File: config.mk
export PLATFORM = sky130hd
export DESIGN_NAME = atm_txn_controller
export DESIGN_NICKNAME = d
export VERILOG_FILES = /design/src/rtl/atm_pkg.sv /design/src/rtl/atm_timeout_ctr.sv /design/src/rtl/atm_txn_controller.sv
export SDC_FILE = /design/constraint.sdc
export NUM_CORES = 1
export LEC_CHECK = 0
export ABC_AREA = 1
export ABC_CLOCK_PERIOD_IN_PS = 4450
export BUFFER_PORTS_ARGS = -buffer_cell sky130_fd_sc_hd__buf_4
export CORE_ASPECT_RATIO = 0.6
export CORE_MARGIN = 3
export CORE_UTILIZATION = 64
export CTS_CLUSTER_DIAMETER = 150
export CTS_CLUSTER_SIZE = 20
export DETAILED_ROUTE_END_ITERATION = 8
export PLACE_DENSITY = 0.87
export SYNTH_ARGS = -nofsm -noshare
export SYNTH_HDL_FRONTEND = slang
export SYNTH_SLANG_ARGS = --single-unit
File: constraint.sdc
create_clock -name clk -period 4.45 [get_ports clk]
set_clock_uncertainty 0.15 [all_clocks]
set_input_delay 0.89 -clock clk [delete_from_list [all_inputs] [get_ports clk]]
set_output_delay 0.89 -clock clk [all_outputs]
set_load 0.02 [all_outputs]
File: src/rtl/atm_pkg.sv
// Shared constants for the ATM session controller: state encodings, opcodes,
// error codes and small state-classification helpers.
package atm_pkg;

  localparam logic [3:0] ST_IDLE    = 4'd0;
  localparam logic [3:0] ST_PIN     = 4'd1;
  localparam logic [3:0] ST_HOME    = 4'd2;
  localparam logic [3:0] ST_EXEC    = 4'd3;
  localparam logic [3:0] ST_CONFIRM = 4'd4;
  localparam logic [3:0] ST_PRINT   = 4'd5;
  localparam logic [3:0] ST_EJECT   = 4'd6;

  localparam logic [2:0] OP_EJECT    = 3'd0;
  localparam logic [2:0] OP_BALANCE  = 3'd1;
  localparam logic [2:0] OP_WITHDRAW = 3'd2;
  localparam logic [2:0] OP_DEPOSIT  = 3'd3;
  localparam logic [2:0] OP_TRANSFER = 3'd4;

  localparam logic [2:0] ERR_NONE     = 3'd0;
  localparam logic [2:0] ERR_INSUFF   = 3'd1;
  localparam logic [2:0] ERR_BAD_ACCT = 3'd2;
  localparam logic [2:0] ERR_BAD_OP   = 3'd3;
  localparam logic [2:0] ERR_OVERFLOW = 3'd4;

  // States where the customer is expected to act; only these run the idle timer.
  function automatic logic is_wait_state(input logic [3:0] s);
    return (s == ST_PIN) || (s == ST_HOME);
  endfunction

  // States in which losing the card forces an eject.
  function automatic logic is_session_state(input logic [3:0] s);
    return (s == ST_PIN) || (s == ST_HOME) || (s == ST_EXEC) ||
           (s == ST_CONFIRM) || (s == ST_PRINT);
  endfunction

endpackage

File: src/rtl/atm_timeout_ctr.sv
// Idle-cycle counter: counts while enabled, restarts on clear, and flags
// expiry once it has reached TIMEOUT-1 cycles.
module atm_timeout_ctr #(
  parameter int TIMEOUT = 1024
) (
  input  logic clk,
  input  logic reset,
  input  logic clear,
  input  logic enable,
  output logic expire
);

  localparam int CW = (TIMEOUT > 2) ? $clog2(TIMEOUT) : 1;
  localparam logic [CW-1:0] LAST = CW'(TIMEOUT - 1);

  logic [CW-1:0] count_reg;

  always_ff @(posedge clk) begin
    if (reset) begin
      count_reg <= '0;
    end else if (clear) begin
      count_reg <= '0;
    end else if (enable && (count_reg != LAST)) begin
      count_reg <= count_reg + CW'(1);
    end
  end

  assign expire = enable && (count_reg == LAST);

endmodule

File: src/rtl/atm_txn_controller.sv
// ATM session controller: card/PIN handling with lockout, then balance,
// withdraw, deposit and transfer transactions with receipt and idle timeout.
module atm_txn_controller
  import atm_pkg::*;
#(
  parameter int                BAL_W     = 32,
  parameter int                PIN_W     = 4,
  parameter int                ACCT_W    = 16,
  parameter int                MAX_TRIES = 3,
  parameter int                TIMEOUT   = 1024,
  parameter logic [BAL_W-1:0]  INIT_BAL  = 32'd100000,
  parameter logic [PIN_W-1:0]  CARD_PIN  = 4'hE,
  parameter logic [ACCT_W-1:0] DEST_ACCT = 16'hD903
) (
  input  logic              clk,
  input  logic              reset,
  input  logic              card_in,
  input  logic              pin_valid,
  input  logic [PIN_W-1:0]  pin,
  input  logic              op_valid,
  input  logic [2:0]        opcode,
  input  logic [BAL_W-1:0]  amount,
  input  logic [ACCT_W-1:0] acct_no,
  input  logic              receipt_req,
  output logic [BAL_W-1:0]  balance,
  output logic [3:0]        state_o,
  output logic              txn_done,
  output logic              txn_err,
  output logic [2:0]        err_code,
  output logic              print_receipt,
  output logic              card_eject,
  output logic              locked
);

  localparam int TRY_W = $clog2(MAX_TRIES + 1);
  localparam logic [TRY_W-1:0] TRIES_LAST = TRY_W'(MAX_TRIES - 1);

  logic [3:0]        state_reg,    state_next;
  logic [BAL_W-1:0]  balance_reg,  balance_next;
  logic [TRY_W-1:0]  tries_reg,    tries_next;
  logic              locked_reg,   locked_next;
  logic              done_reg,     done_next;
  logic              err_reg,      err_next;
  logic [2:0]        err_code_reg, err_code_next;
  logic              print_reg,    print_next;
  logic              eject_reg,    eject_next;
  logic [2:0]        opcode_reg,   opcode_next;
  logic [BAL_W-1:0]  amount_reg,   amount_next;
  logic [ACCT_W-1:0] acct_reg,     acct_next;
  logic              receipt_reg,  receipt_next;

  logic              tmo_clear;
  logic              tmo_expire;
  logic              card_lost;
  logic [BAL_W:0]    dep_sum;
  logic              can_debit;

  atm_timeout_ctr #(
    .TIMEOUT (TIMEOUT)
  ) u_timeout (
    .clk    (clk),
    .reset  (reset),
    .clear  (tmo_clear),
    .enable (is_wait_state(state_reg)),
    .expire (tmo_expire)
  );

  assign card_lost = is_session_state(state_reg) && !card_in;
  assign dep_sum   = {1'b0, balance_reg} + {1'b0, amount_reg};
  assign can_debit = (amount_reg <= balance_reg);
  assign tmo_clear = (state_next != state_reg) || pin_valid || op_valid;

  always_comb begin
    state_next    = state_reg;
    balance_next  = balance_reg;
    tries_next    = tries_reg;
    locked_next   = locked_reg;
    done_next     = 1'b0;
    err_next      = 1'b0;
    err_code_next = ERR_NONE;
    opcode_next   = opcode_reg;
    amount_next   = amount_reg;
    acct_next     = acct_reg;
    receipt_next  = receipt_reg;

    if (card_lost) begin
      // Card pulled mid-session: abandon whatever was in flight.
      state_next = ST_EJECT;
    end else begin
      case (state_reg)
        ST_IDLE: begin
          if (card_in) begin
            state_next = locked_reg ? ST_EJECT : ST_PIN;
          end
        end

        ST_PIN: begin
          if (pin_valid) begin
            if (pin == CARD_PIN) begin
              state_next = ST_HOME;
              tries_next = '0;
            end else begin
              tries_next = tries_reg + TRY_W'(1);
              if (tries_reg == TRIES_LAST) begin
                locked_next = 1'b1;
                state_next  = ST_EJECT;
              end
            end
          end else if (tmo_expire) begin
            state_next = ST_EJECT;
          end
        end

        ST_HOME: begin
          if (op_valid) begin
            opcode_next  = opcode;
            amount_next  = amount;
            acct_next    = acct_no;
            receipt_next = receipt_req;
            case (opcode)
              OP_EJECT:    state_next = ST_EJECT;
              OP_BALANCE:  state_next = ST_CONFIRM;
              OP_WITHDRAW,
              OP_DEPOSIT,
              OP_TRANSFER: state_next = ST_EXEC;
              default: begin
                err_next      = 1'b1;
                err_code_next = ERR_BAD_OP;
              end
            endcase
          end else if (tmo_expire) begin
            state_next = ST_EJECT;
          end
        end

        ST_EXEC: begin
          case (opcode_reg)
            OP_WITHDRAW: begin
              if (can_debit) balance_next = balance_reg - amount_reg;
              else           err_code_next = ERR_INSUFF;
            end
            OP_DEPOSIT: begin
              if (dep_sum[BAL_W]) err_code_next = ERR_OVERFLOW;
              else                balance_next  = dep_sum[BAL_W-1:0];
            end
            OP_TRANSFER: begin
              if (acct_reg != DEST_ACCT) err_code_next = ERR_BAD_ACCT;
              else if (can_debit)        balance_next  = balance_reg - amount_reg;
              else                       err_code_next = ERR_INSUFF;
            end
            default: err_code_next = ERR_BAD_OP;
          endcase
          if (err_code_next == ERR_NONE) begin
            done_next  = 1'b1;
            state_next = ST_CONFIRM;
          end else begin
            err_next   = 1'b1;
            state_next = ST_HOME;
          end
        end

        ST_CONFIRM: state_next = receipt_reg ? ST_PRINT : ST_HOME;

        ST_PRINT: state_next = ST_HOME;

        ST_EJECT: begin
          state_next = ST_IDLE;
          if (!locked_reg) tries_next = '0;
        end

        default: state_next = ST_IDLE;
      endcase
    end

    // Both pulses fire on entry; neither state can be re-entered from itself.
    eject_next = (state_next == ST_EJECT);
    print_next = (state_next == ST_PRINT);
  end

  always_ff @(posedge clk) begin
    if (reset) begin
      state_reg    <= ST_IDLE;
      balance_reg  <= INIT_BAL;
      tries_reg    <= '0;
      locked_reg   <= 1'b0;
      done_reg     <= 1'b0;
      err_reg      <= 1'b0;
      err_code_reg <= ERR_NONE;
      print_reg    <= 1'b0;
      eject_reg    <= 1'b0;
      opcode_reg   <= OP_EJECT;
      amount_reg   <= '0;
      acct_reg     <= '0;
      receipt_reg  <= 1'b0;
    end else begin
      state_reg    <= state_next;
      balance_reg  <= balance_next;
      tries_reg    <= tries_next;
      locked_reg   <= locked_next;
      done_reg     <= done_next;
      err_reg      <= err_next;
      err_code_reg <= err_code_next;
      print_reg    <= print_next;
      eject_reg    <= eject_next;
      opcode_reg   <= opcode_next;
      amount_reg   <= amount_next;
      acct_reg     <= acct_next;
      receipt_reg  <= receipt_next;
    end
  end

  assign balance       = balance_reg;
  assign state_o       = state_reg;
  assign txn_done      = done_reg;
  assign txn_err       = err_reg;
  assign err_code      = err_code_reg;
  assign print_receipt = print_reg;
  assign card_eject    = eject_reg;
  assign locked        = locked_reg;

endmodule
==> flow_summary.yaml, run 1 <==
final_layout:
  syn2layout_area_growth_pct: 12.8
  final_layout_size_suffix_gt1_frac: 0.143
  finalNetCount: 1514
  fin_util: 0.766
  antenna-diode-count: 0
  finalInstanceArea_sq_um: 9570
timing:
  grt_setup_unrepaired: "no"
  hold_viol_final: 0
  worst_pin_slew_ps: 818
  fin_crit_ps: 3400
  post-route-period-util: 0.764
  maxSlewHeadroom: 0.454
  finalSetupTns_ps: 0
  fmax_ghz: 0.294
  setup_ws_ps: 1050
  slew_violations: 0
  hold_slack_ps: 310
  finalSetupViolCount: 0
logic_synthesis:
  syn-num-nets: 1438
  async_flop_share: 0
  synth_seq_area_share: 0.255
  synth_area_leaders: "dfxtp_1 25%, nand2_1 11%, ha_1 9.7%, inv_1 7.3%, a21oi_1 7.3%"
  yosys_warnings: 0
  syn_inst: 1309
  synth.distinct_cells: 49
  synth_most_common_cell: "nand2_1"
  synth_common_cells: "258 x nand2_1, 165 x inv_1, 150 x nor2_1"
  ys_ff_latch: 108
  synth.top_cell.area_share: 0.255
  syn_area_per_cell_sq_um: 6.48
  yosys.area.top_type: "dfxtp_1"
  ys.flop_type: "dfxtp_1"
  syn_area_sq_um: 8490
  synth-edff-count: 0
route:
  dr_total_vias: 9220
  viasPerCell: 5.93
  initialDrtViolationCount: 1371
  drc: 0
  wirelength_mm: 26.7
  dr.pass1.iters: 7
  ant_nets: 0
  wire_per_inst_um: 17.2
clocking:
  clkTransAtPathRegs_ps: 80
  cts.sinks: 108
  tritoncts: "built"
  clk_latency_ps: 370
  clockBufferDepth: 2
  htree_levels: 3
  clockRootBuffer: "clkbuf_16"
  cts-resized-gates: 0
  holdBufCountCts: 0
  cts_buffers: 9
  post-cts-setup-buffer-count: 0
power:
  powerDensity_nw_per_um2: 213
  p_leak_nw: 4.60
  switching_power_uw: 581
  power_frac_seq: 0.481
  irDropWorstVdd_mv: 0.171
  clkPwrFrac: 0.411
  cellInternalPower_mw: 1.46
  swShare: 0.285
  pwr-share-comb: 0.109
worst_setup_path:
  required_ps: 4580
  path_max_fanout: 48
  crit_start: "amount_reg[23]"
  cp-start-kind: "flop"
  cp.arrival_ps: 3540
  worstSetupPathType: "flop to flop"
  reg2reg_to: "balance[12]"
  reg2regPathDepth: 13
  worstSetupEndpoint: "balance[12]"
  r2r_start: "amount_reg[23]"
  endpoint_kind: "flop"
  r2r_slack_ps: 1050
placement:
  gp_congestion: 1.10
  postPlaceCellArea_sq_um: 9270
  hpwl_mm: 20.7
  io_buffers: 104
  dp_slack_ps: 1210
floorplan:
  start_util: 0.680
  num_rows: 31
  dieArea_sq_um: 14700
  num_io_pins: 105
  fp.dieH_um: 95.2
  die_w_um: 155
  core_area_sq_um: 12500
grt:
  grt_pass1_vias: 8145
  grt_pass1_wl_mm: 41.4
  grt_start_max_net_pins: 88
  grt.total_usage: 0.353
  grt_antenna_before_repair: 0
  overflow: 0
run_status:
  outcome: "completed"
min_path:
  hp-class: "flop to flop"
  min-delay-start: "acct_reg[13]"
job:
  maxCapViolCount: 0
==> power by group through the flow <==
stage	clock [mW]	combinational, mW	sequential [mW]
CTS	0.837	0.213	0.980
global placement	0	0.208	1.00
finish	0.838	0.221	0.980
detailed placement	0	0.211	1.00
floorplan	0	0.127	1.00
global route	0.868	0.241	0.981
==> worst min-delay path by stage <==
stage	end	slack, ps	cells after the start
after floorplan	acct_reg[13]	280	2
after global placement	acct_reg[13]	290	2
after detailed placement	acct_reg[13]	300	2
after CTS	acct_reg[13]	310	2
after global routing	acct_reg[13]	340	2
final	acct_reg[13]	310	2
==> worst max-delay path, stage by stage (launching register included) <==
cell and delay (ps):
dfxtp_1 350, inv_1 60, ha_1 500, o21ai_0 280, a21oi_1 250, nand2_1 120, a21oi_2 140, nand2_2 100
nand2_4 90, nand3_2 70, buf_4 220, inv_2 610, o21ai_0 160, a21oi_1 160
==> area by class of cell <==
type                    count  area (sq um)
multi-input cells         973          5380
fillers                  1019          2920
flip-flops and latches    108          2160
repair buffers            111           833
inverters                 182           683
clock buffers               9           225
well taps                 165           206
clock inverters             7          78.8
==> kinds of logic after synthesis <==
logic type / share of synthesized area
other cells: 0.000442
xor+xnor: 0.0454
flops: 0.255
buf+inv: 0.112
mux: 0.00472
simple gates: 0.277
fa+ha+maj: 0.102
compound gates: 0.204
==> layout by cell type (no fill, tap or decap), types with 3 or more instances in the layout <==
| master | instances |
|---|---|
| a211oi_1 | 3 |
| a21boi_0 | 3 |
| a21o_1 | 6 |
| a21oi_1 | 123 |
| a21oi_2 | 3 |
| a31oi_1 | 18 |
| buf_4 | 111 |
| clkbuf_16 | 9 |
| dfxtp_1 | 108 |
| ha_1 | 66 |
| inv_1 | 164 |
| inv_2 | 17 |
| mux2i_1 | 4 |
| nand2_1 | 257 |
| nand2_2 | 16 |
| nand3_1 | 53 |
| nand3_2 | 3 |
| nand4_1 | 13 |
| nor2_1 | 149 |
| nor2_2 | 20 |
| nor2_4 | 4 |
| nor3_1 | 11 |
| nor4_1 | 4 |
| o211ai_1 | 4 |
| o21ai_0 | 118 |
| o21ai_1 | 16 |
| o21bai_1 | 15 |
| xnor2_1 | 4 |
| xor2_1 | 40 |
==> per-layer routing <==
layer	vias to the layer above	part of all wire	track usage	routed length (um)
li1	4381	-	-	-
met1	4164	0.45	0.519	11900
met2	624	0.37	0.466	10000
met3	51	0.17	0.164	4450
met4	0	0.014	0.0632	375
met5	-	0	0.0170	0
==> stage by stage <==
step,power (mW),instances
after floorplan,1.13,1309
final,2.04,1555
after CTS,2.03,1555
after detailed placement,1.21,1539
after global routing,2.09,1555
after global placement,1.21,1539
Note: power is estimated with default switching activity, not from simulation.
==> run 2: changes to the inputs <==
--- a/config.mk
+++ b/config.mk
@@ -6,15 +6,15 @@
 export NUM_CORES = 1
 export LEC_CHECK = 0
 export ABC_AREA = 1
-export ABC_CLOCK_PERIOD_IN_PS = 4450
+export ABC_CLOCK_PERIOD_IN_PS = 3500
 export BUFFER_PORTS_ARGS = -buffer_cell sky130_fd_sc_hd__buf_4
 export CORE_ASPECT_RATIO = 0.6
 export CORE_MARGIN = 3
-export CORE_UTILIZATION = 64
+export CORE_UTILIZATION = 60
 export CTS_CLUSTER_DIAMETER = 150
 export CTS_CLUSTER_SIZE = 20
 export DETAILED_ROUTE_END_ITERATION = 8
-export PLACE_DENSITY = 0.87
+export PLACE_DENSITY = 0.82
 export SYNTH_ARGS = -nofsm -noshare
 export SYNTH_HDL_FRONTEND = slang
 export SYNTH_SLANG_ARGS = --single-unit
==> constraint.sdc (replaced) <==
create_clock -name clk -period 3.5 [get_ports clk]
set_clock_uncertainty 0.15 [all_clocks]
set_input_delay 0.7 -clock clk [delete_from_list [all_inputs] [get_ports clk]]
set_output_delay 0.7 -clock clk [all_outputs]
set_load 0.02 [all_outputs]
==> run 2 against run 1 <==
  * Total power is 30% higher
  * Wire length up 1.8%
  * Highest routed layer unchanged
  * Critical endpoint is now balance[11]
  * Sequential share of layout area is 0.19 points lower
==> flow_summary.yaml, run 2 (synthesized netlist as in run 1, its figures left out) <==
route:
  dr_total_vias: 9101
  wire_per_inst_um: 17.2
  wirelength_mm: 27.2
  initialDrtViolationCount: 1176
  drc: 0
  dr.pass1.iters: 5
  viasPerCell: 5.76
  ant_nets: 0
floorplan:
  core_area_sq_um: 13300
  num_rows: 32
  die_w_um: 160
  num_io_pins: 105
  dieArea_sq_um: 15700
  fp.dieH_um: 98.1
  start_util: 0.637
timing:
  hold_viol_final: 0
  maxSlewHeadroom: 0.516
  slew_violations: 0
  worst_pin_slew_ps: 726
  finalSetupTns_ps: 0
  finalSetupViolCount: 0
  setup_ws_ps: 401
  post-route-period-util: 0.885
  fmax_ghz: 0.323
  fin_crit_ps: 3100
  grt_setup_unrepaired: "no"
final_layout:
  layout_commonest_cell: "nand2_1"
  final_layout_size_suffix_gt1_frac: 0.144
  fill_cells: 1208
  antenna-diode-count: 0
  finalNetCount: 1516
  syn2layout_area_growth_pct: 13.7
  most-common-layout-cells: "257 x nand2_1, 164 x inv_1, 149 x nor2_1"
worst_setup_path:
  cp-start-kind: "flop"
  critPathBufInv: 3
  crit_chain: "inv_1, ha_1, o21ai_0, a21oi_1, nand2_1, a21oi_2, nand2_2, nand2_4, nand3_2, inv_2, buf_12, o21ai_1, a31oi_1"
  reg2regPathDepth: 13
  required_ps: 3640
  crit_family: "compound AO/OA/AOI/OAI gates"
  critical_path_cell_count: 13
  endpoint_kind: "flop"
  cp.arrival_ps: 3240
  worstSetupPathType: "flop to flop"
  path_max_fanout: 25
  worst_path_max_delay_cell: "ha_1"
  slowest_delay_ps: 530
power:
  power_frac_seq: 0.469
  switching_power_uw: 737
  pwr-share-comb: 0.106
  p_leak_nw: 4.63
  powerDensity_nw_per_um2: 276
  fin_total_pwr_mw: 2.66
  swShare: 0.277
  clkPwrFrac: 0.425
  cellInternalPower_mw: 1.92
  irDropWorstVdd_mv: 0.307
clocking:
  htree_levels: 3
  holdBufCountCts: 0
  clk_latency_ps: 370
  post-cts-setup-buffer-count: 0
  clkTransAtPathRegs_ps: 90
  tritoncts: "built"
  cts.sinks: 108
  clockRootBuffer: "clkbuf_16"
  cts-resized-gates: 0
  clockBufferDepth: 2
  cts_buffers: 9
job:
  maxCapViolCount: 0
grt:
  grt.total_usage: 0.342
  grt_pass1_wl_mm: 43.0
  grt_start_max_net_pins: 62
  overflow: 0
  grt_antenna_before_repair: 0
  grt_pass1_vias: 8037
placement:
  io_buffers: 104
  dp_slack_ps: 555
  hpwl_mm: 21.6
  gp_congestion: 1.03
min_path:
  hp-class: "flop to flop"
  whs_path_depth: 2
run_status:
  outcome: "completed"
-- run 2: cell count changes in the layout (fill, tap and decap cells not counted), sizes merged --
cell      change
buf           +2
bufinv        +1
clkinv        -1
clkinvlp      -1
inv           +1
-- run 2: power by group through the flow --
stage	Sequential [mW]	Combinational (mW)	Clock [mW]
6_report	1.25	0.283	1.13
5_1_grt	1.25	0.310	1.18
4_1_cts	1.25	0.275	1.13
3_5_place_dp	1.27	0.272	0
3_3_place_gp	1.27	0.268	0
2_1_floorplan	1.28	0.161	0
-- run 2: per-layer routing --
layer / track usage / routed length [um] / vias to the layer above
li1: - / - / 4411
met1: 0.547 / 13000 / 4140
met2: 0.445 / 9970 / 525
met3: 0.109 / 3960 / 25
met4: 0.0471 / 281 / 0
met5: 0 / 0 / -
-- run 2: per-stage QoR --
step | instance area, sq um | util | hold WS (ps) | instances
5_1_grt | 9650 | 0.724 | 349 | 1579
6_report | 9650 | 0.724 | 320 | 1579
2_1_floorplan | 8490 | - | 279 | 1309
4_1_cts | 9650 | 0.724 | 321 | 1579
3_5_place_dp | 9330 | 0.700 | 309 | 1563
3_3_place_gp | 9330 | 0.700 | 293 | 1563
-- run 2: worst paths after layout --
kind | start | endpoint | slack [ps]
setup reg to reg | amount_reg[23] | balance[11] | 400
setup / recovery | amount_reg[23] | balance[11] | 400
hold reg to reg | acct_reg[13] | acct_reg[13] | 320
hold / removal | acct_reg[13] | acct_reg[13] | 320
-- run 2: area by class of cell --
class / count / area (sq um) / area share
Tap cell: 187 / 234 / 0.0242
Inverter: 182 / 683 / 0.0708
Clock inverter: 7 / 91.3 / 0.00946
Multi-Input combinational cell: 973 / 5380 / 0.558
Timing Repair Buffer: 113 / 873 / 0.0905
Sequential cell: 108 / 2160 / 0.224
Clock buffer: 9 / 225 / 0.0233
-- run 2: worst reg2reg max path: cells and delay by family (launching register included) --
family                     cells  cell delay, ps
and+or+nand+nor                4             400
adders and majority gates      1             530
buffers and inverters          3             650
AOI/OAI and AO/OA              5             970
DFF                            1             340
